`src/rtl/cache_ctrl.sv`:
```
// Blocking write-back controller for a direct-mapped cache array.
// Sequences tag compare, hit access, dirty write-back and line refill.
module cache_ctrl #(
    parameter int ADDR_BITS        = 32,
    parameter int WORD_BITS        = 32,
    parameter int TAG_BITS         = 22,
    parameter int WORD_BYTES_WIDTH = 2,
    parameter int LINE_WORDS_WIDTH = 2,
    parameter int LINE_INDEX_WIDTH = 6,
    parameter int CNT_BITS         = 16
) (
    input  logic                 clk,
    input  logic                 rst,
    input  logic                 cpu_req,
    input  logic                 cpu_we,
    input  logic [ADDR_BITS-1:0] cpu_addr,
    input  logic [WORD_BITS-1:0] cpu_din,
    output logic [WORD_BITS-1:0] cpu_dout,
    output logic                 cpu_ack,
    output logic [ADDR_BITS-1:0] cache_addr,
    output logic [WORD_BITS-1:0] cache_din,
    output logic                 cache_store,
    output logic                 cache_edit,
    output logic                 cache_invalid,
    input  logic                 cache_hit,
    input  logic                 cache_valid,
    input  logic                 cache_dirty,
    input  logic [TAG_BITS-1:0]  cache_tag,
    input  logic [WORD_BITS-1:0] cache_dout,
    output logic                 mem_cs,
    output logic                 mem_we,
    output logic [ADDR_BITS-1:0] mem_addr,
    output logic [WORD_BITS-1:0] mem_din,
    input  logic [WORD_BITS-1:0] mem_dout,
    input  logic                 mem_ack,
    output logic [CNT_BITS-1:0]  hit_cnt,
    output logic [CNT_BITS-1:0]  miss_cnt
);

    localparam int OFF_BITS = LINE_WORDS_WIDTH + WORD_BYTES_WIDTH;
    localparam int TAG_LO   = OFF_BITS + LINE_INDEX_WIDTH;

    typedef enum logic [1:0] {
        IDLE,
        COMPARE,
        WBACK,
        FILL
    } state_t;

    state_t state, state_nx;

    logic [ADDR_BITS-1:0]        req_addr;
    logic                        req_we;
    logic [WORD_BITS-1:0]        req_din;
    logic [TAG_BITS-1:0]         victim_tag;
    logic [LINE_WORDS_WIDTH-1:0] word_cnt;
    logic                        refilled;

    logic [TAG_BITS-1:0]         req_tag;
    logic [LINE_INDEX_WIDTH-1:0] req_idx;
    logic [ADDR_BITS-1:0]        wb_addr;
    logic [ADDR_BITS-1:0]        fill_addr;
    logic                        last_word;

    assign req_tag   = req_addr[ADDR_BITS-1:TAG_LO];
    assign req_idx   = req_addr[TAG_LO-1:OFF_BITS];
    assign wb_addr   = {victim_tag, req_idx, word_cnt,
                        {WORD_BYTES_WIDTH{1'b0}}};
    assign fill_addr = {req_tag, req_idx, word_cnt,
                        {WORD_BYTES_WIDTH{1'b0}}};
    assign last_word = &word_cnt;

    assign cache_invalid = 1'b0;

    always_ff @(posedge clk) begin
        if (rst) begin
            state <= IDLE;
        end else begin
            state <= state_nx;
        end
    end

    always_ff @(posedge clk) begin
        if (rst) begin
            req_addr   <= '0;
            req_we     <= 1'b0;
            req_din    <= '0;
            victim_tag <= '0;
            word_cnt   <= '0;
            refilled   <= 1'b0;
            hit_cnt    <= '0;
            miss_cnt   <= '0;
        end else begin
            unique case (state)
                IDLE: begin
                    if (cpu_req) begin
                        req_addr <= cpu_addr;
                        req_we   <= cpu_we;
                        req_din  <= cpu_din;
                        refilled <= 1'b0;
                    end
                end
                COMPARE: begin
                    if (cache_hit) begin
                        // the re-compare after a refill is not a hit
                        if (!refilled && hit_cnt != '1) begin
                            hit_cnt <= hit_cnt + CNT_BITS'(1);
                        end
                    end else begin
                        if (miss_cnt != '1) begin
                            miss_cnt <= miss_cnt + CNT_BITS'(1);
                        end
                        victim_tag <= cache_tag;
                        word_cnt   <= '0;
                    end
                end
                WBACK, FILL: begin
                    if (mem_ack) begin
                        word_cnt <= word_cnt + LINE_WORDS_WIDTH'(1);
                        if (state == FILL && last_word) begin
                            refilled <= 1'b1;
                        end
                    end
                end
            endcase
        end
    end

    always_comb begin
        state_nx    = state;
        cpu_dout    = '0;
        cpu_ack     = 1'b0;
        cache_addr  = '0;
        cache_din   = '0;
        cache_store = 1'b0;
        cache_edit  = 1'b0;
        mem_cs      = 1'b0;
        mem_we      = 1'b0;
        mem_addr    = '0;
        mem_din     = '0;
        unique case (state)
            IDLE: begin
                if (cpu_req) begin
                    state_nx = COMPARE;
                end
            end
            COMPARE: begin
                cache_addr = req_addr;
                if (cache_hit) begin
                    cpu_ack  = 1'b1;
                    state_nx = IDLE;
                    if (req_we) begin
                        cache_edit = 1'b1;
                        cache_din  = req_din;
                    end else begin
                        cpu_dout = cache_dout;
                    end
                end else if (cache_valid && cache_dirty) begin
                    state_nx = WBACK;
                end else begin
                    state_nx = FILL;
                end
            end
            WBACK: begin
                cache_addr = wb_addr;
                mem_addr   = wb_addr;
                mem_cs     = 1'b1;
                mem_we     = 1'b1;
                mem_din    = cache_dout;
                if (mem_ack && last_word) begin
                    state_nx = FILL;
                end
            end
            FILL: begin
                cache_addr = fill_addr;
                mem_addr   = fill_addr;
                mem_cs     = 1'b1;
                if (mem_ack) begin
                    cache_store = 1'b1;
                    cache_din   = mem_dout;
                    if (last_word) begin
                        state_nx = COMPARE;
                    end
                end
            end
        endcase
    end

endmodule

```
`config.mk`:
```
export PLATFORM = sky130hd
export DESIGN_NAME = cache_ctrl
export DESIGN_NICKNAME = d
export VERILOG_FILES = /design/src/rtl/cache_ctrl.sv
export SDC_FILE = /design/constraint.sdc
export NUM_CORES = 1
export LEC_CHECK = 0
export CAP_MARGIN = 20
export CORE_AREA = 2 2 138 140
export CTS_CLUSTER_DIAMETER = 60
export DETAILED_ROUTE_END_ITERATION = 10
export DIE_AREA = 0 0 140 142
export PLACE_DENSITY = 0.73
export SETUP_SLACK_MARGIN = 0.05
export SLEW_MARGIN = 10
export SYNTH_ARGS = -nofsm -noshare
export SYNTH_HDL_FRONTEND = slang
export SYNTH_SLANG_ARGS = --single-unit
```
`constraint.sdc`:
```
create_clock -name clk -period 4.1 [get_ports clk]
set_input_delay 0.82 -clock clk [delete_from_list [all_inputs] [get_ports clk]]
set_output_delay 0.82 -clock clk [all_outputs]
set_load 0.05 [all_outputs]
```
==> results <==
-- how the worst max path moves through the flow --
stage,startpoint,to
global route,state[1]$_SDFFE_PP0P_,cache_addr[22]
global placement,cache_hit,cpu_ack
CTS,state[1]$_SDFFE_PP0P_,cache_addr[17]
floorplan,state[1]$_SDFFE_PP0P_,cache_addr[2]
detailed placement,cache_hit,cpu_ack
finish,state[1]$_SDFFE_PP0P_,cache_addr[25]
-- synth_stat cells (all sizes together) --
master / number / area share [%]
a22oi: 23 / 2.7
nand4: 7 / 0.79
nand3: 13 / 1.0
and3b: 3 / 0.42
nor3: 6 / 0.47
o31ai: 15 / 1.8
and2: 82 / 8.1
o21ai: 10 / 0.79
conb: 1 / 0.059
nand2b: 2 / 0.20
and4b: 1 / 0.16
inv: 8 / 0.47
o311ai: 3 / 0.42
a22o: 54 / 7.5
and4bb: 1 / 0.20
nor2: 39 / 2.3
or3: 8 / 0.79
mux2: 2 / 0.36
or2: 4 / 0.40
o41ai: 4 / 0.55
nor2b: 4 / 0.40
a31oi: 1 / 0.099
clkbuf: 57 / 3.4
a21oi: 119 / 9.4
nand2: 183 / 11
xor2: 1 / 0.14
mux2i: 2 / 0.32
dfxtp: 124 / 39
a211oi: 3 / 0.36
nor4bb: 1 / 0.16
nand3b: 1 / 0.12
nor4: 2 / 0.20
and4: 5 / 0.69
or4: 16 / 2.0
and3: 4 / 0.40
ha: 8 / 1.6
buf: 13 / 1.1
-- state kept, by name, indices dropped and copies added (netlist names) --
| register | count |
|---|---|
| req_addr | 32 |
| miss_cnt | 16 |
| req_we | 1 |
| word_cnt | 2 |
| victim_tag | 22 |
| state | 2 |
| hit_cnt | 16 |
| req_din | 32 |
| refilled | 1 |
-- power by group through the flow --
stage,logic (mW),clock network [mW],registers [mW]
6_report,0.827,1.55,1.33
5_1_grt,0.886,1.63,1.34
3_5_place_dp,0.828,0,1.36
2_1_floorplan,0.410,0,1.35
3_3_place_gp,0.818,0,1.35
4_1_cts,0.831,1.58,1.33
-- worst max-delay path, delay by kind of cell (launching register included) --
kind / cells / cell delay, ns
and+or+nand+nor: 2 / 0.73
buffers and inverters: 3 / 0.66
adders and majority gates: 1 / 0.47
DFF: 1 / 0.39
AOI/OAI and AO/OA: 1 / 0.10
-- stage by stage --
stage / cells / setup WS (ns) / power [mW] / cell area (µm²)
after floorplan: 832 / 0.364 / 1.76 / 6330
after detailed placement: 1363 / 0.843 / 2.18 / 10900
final: 1397 / 0.508 / 3.71 / 11500
after global placement: 1363 / 0.878 / 2.17 / 10900
after global routing: 1397 / 0.298 / 3.85 / 11500
after CTS: 1395 / 0.487 / 3.74 / 11500
-- final cells by class --
class	instances	area share [%]
clock inverter	13	1.44
clock buffer	19	3.84
multi-input combinational	630	30.7
sequential	124	21.5
tap	234	2.54
antenna	1	0.0217
timing repair buffer	368	39.6
inverter	8	0.260
-- layer usage --
layer / up-vias / track usage [%] / wire length [µm]
met5: - / 0 / 27
met4: 4 / 10.2 / 805
met3: 52 / 8.45 / 2410
met2: 351 / 42.7 / 12500
met1: 3418 / 28.5 / 9720
li1: 3549 / - / -
-- cell families after synthesis --
family	after synthesis	synth area share [%]
and+or+nand+nor	382	29.7
AOI/OAI and AO/OA	232	23.6
DFF	124	39.3
buffers and inverters	78	5.01
adders and majority gates	8	1.58
muxes	4	0.673
other	1	0.0593
xor gates and xnor gates	1	0.139
==> out/metrics.cfg <==
[synthesis]
synth-warning-count=0
ys_seq_area_share_pct=39.3
postSynthAreaPerCell_um2=7.62
number_of_distinct_library_cells_after_synthesis=43
mappedNetlistArea_um2=6320
yosys_register_bits=124
postSynthCellCount=830

[setup_path]
crit_path_cell_trace=inv_1, ha_1, or2_0, buf_4, a22oi_1, nor2_1, buf_12
timing.rr.start=state[1]$_SDFFE_PP0P_
r2r_cells=6
worst-setup-path-type=reg2out
cp.required_ns=3.28
nature_of_the_critical_path_endpoint=primary output
crit_fanout=15
regToRegSetupSlack_ns=1.54
critical_path.startpoint_type=register
worst_path_max_delay_cell=sky130_fd_sc_hd__or2_0
critical_path.max_stage_delay_ns=0.53
critical_path.reg2reg.endpoint=miss_cnt[13]$_SDFFE_PP0P_
critPathArrivalTime_ns=2.77

[pwr]
power.share.switching_pct=29.4
pwr_density_cell_nw_per_um2=321
power.share.combinational_pct=22.3
seq_power_share_pct=36.0
p_leak_nw=4.23
p_sw_mw=1.09
power_report.internal_total_mw=2.62
p_clk_share_pct=41.7
vdd_drop_max_v=0.000280

[clock_tree]
cts_post_setup_buffers_inserted=0
cts.path.max_buffers=2
cts_hold_buf=0
worst_skew_pair.late_latency_ns=0.41
clock_sinks=124
cts_buffer_count=17
cts-root-buf=sky130_fd_sc_hd__clkbuf_16
htreeDepth=4
post_cts_resize_count=0
cts.clk_slew.worst_paths_ns=0.06
clock_tree_from_tritoncts=built

[timing]
setup_total_negative_slack_ns=0
finalHoldViolations=0
grt_setup_unrepaired=no
worstMarginPinSlew_ns=0.873
layout_worst_path_cycle_share_pct=87.6
maxSlewHeadroom_pct=41.8
final_max_slew_viol_count=0
fin_skew_ns=0.00642
whs_ns=0.454
achievable_frequency_mhz=278
period_minus_ws_final_ns=3.59
setup_viol=0

[die]
start_util_pct=34.3
dieHeight_um=142
die_area_um2=19900
die_width_um=140
io_pins=356
core_region_area_um2=18500
placementRows=50

[detailed_routing]
postRouteAntennaNets=0
detail_route.first_pass.iterations=9
vias_per_cell=5.28
num_vias=7374
drt_drc_violations_left=25
avgRoutedWirePerCell_um=18.2
drt_iter0_drc=537
detail_route.wirelength_um=25400

[global_routing]
initial_antenna_violation_count=3
first_global_vias=7013
grt_overflow=0
global_route.usage.total_pct=24.8
pin_count_of_the_biggest_net_entering_global_routing=104
grt_first_pass_wirelength_um=38800

[cells_and_area]
multi_input_area_um2=3540
drive_gt1_share_pct=13.5
layout.area.seq_um2=2480
post-route-util_pct=62.5
num-fill-cells=1576
syn2layout_area_growth_pct=82.4
most_common_library_cell_in_the_layout_ignoring_fill_and_taps=sky130_fd_sc_hd__clkdlybuf4s50_1
layout_common_cells=sky130_fd_sc_hd__clkdlybuf4s50_1 (255), sky130_fd_sc_hd__nand2_1 (182), sky130_fd_sc_hd__dfxtp_1 (124)
final_net_count=1315

[hold_path]
worst_hold_path_type=reg2reg
worst_hold_path.endpoint=req_addr[1]$_SDFFE_PP0P_
min-delay-start=req_addr[1]$_SDFFE_PP0P_
hold-path-cell-count=2

[status]
failed_checks=design-rule violations
outcome=complete, but fails checks

[job]
max-cap-violations=0

[place]
io_buffers=352
finalWeightedCongestion=0.900
hpwl_after_detailed_placement_um=19000

(Power assumes the default switching activity.)
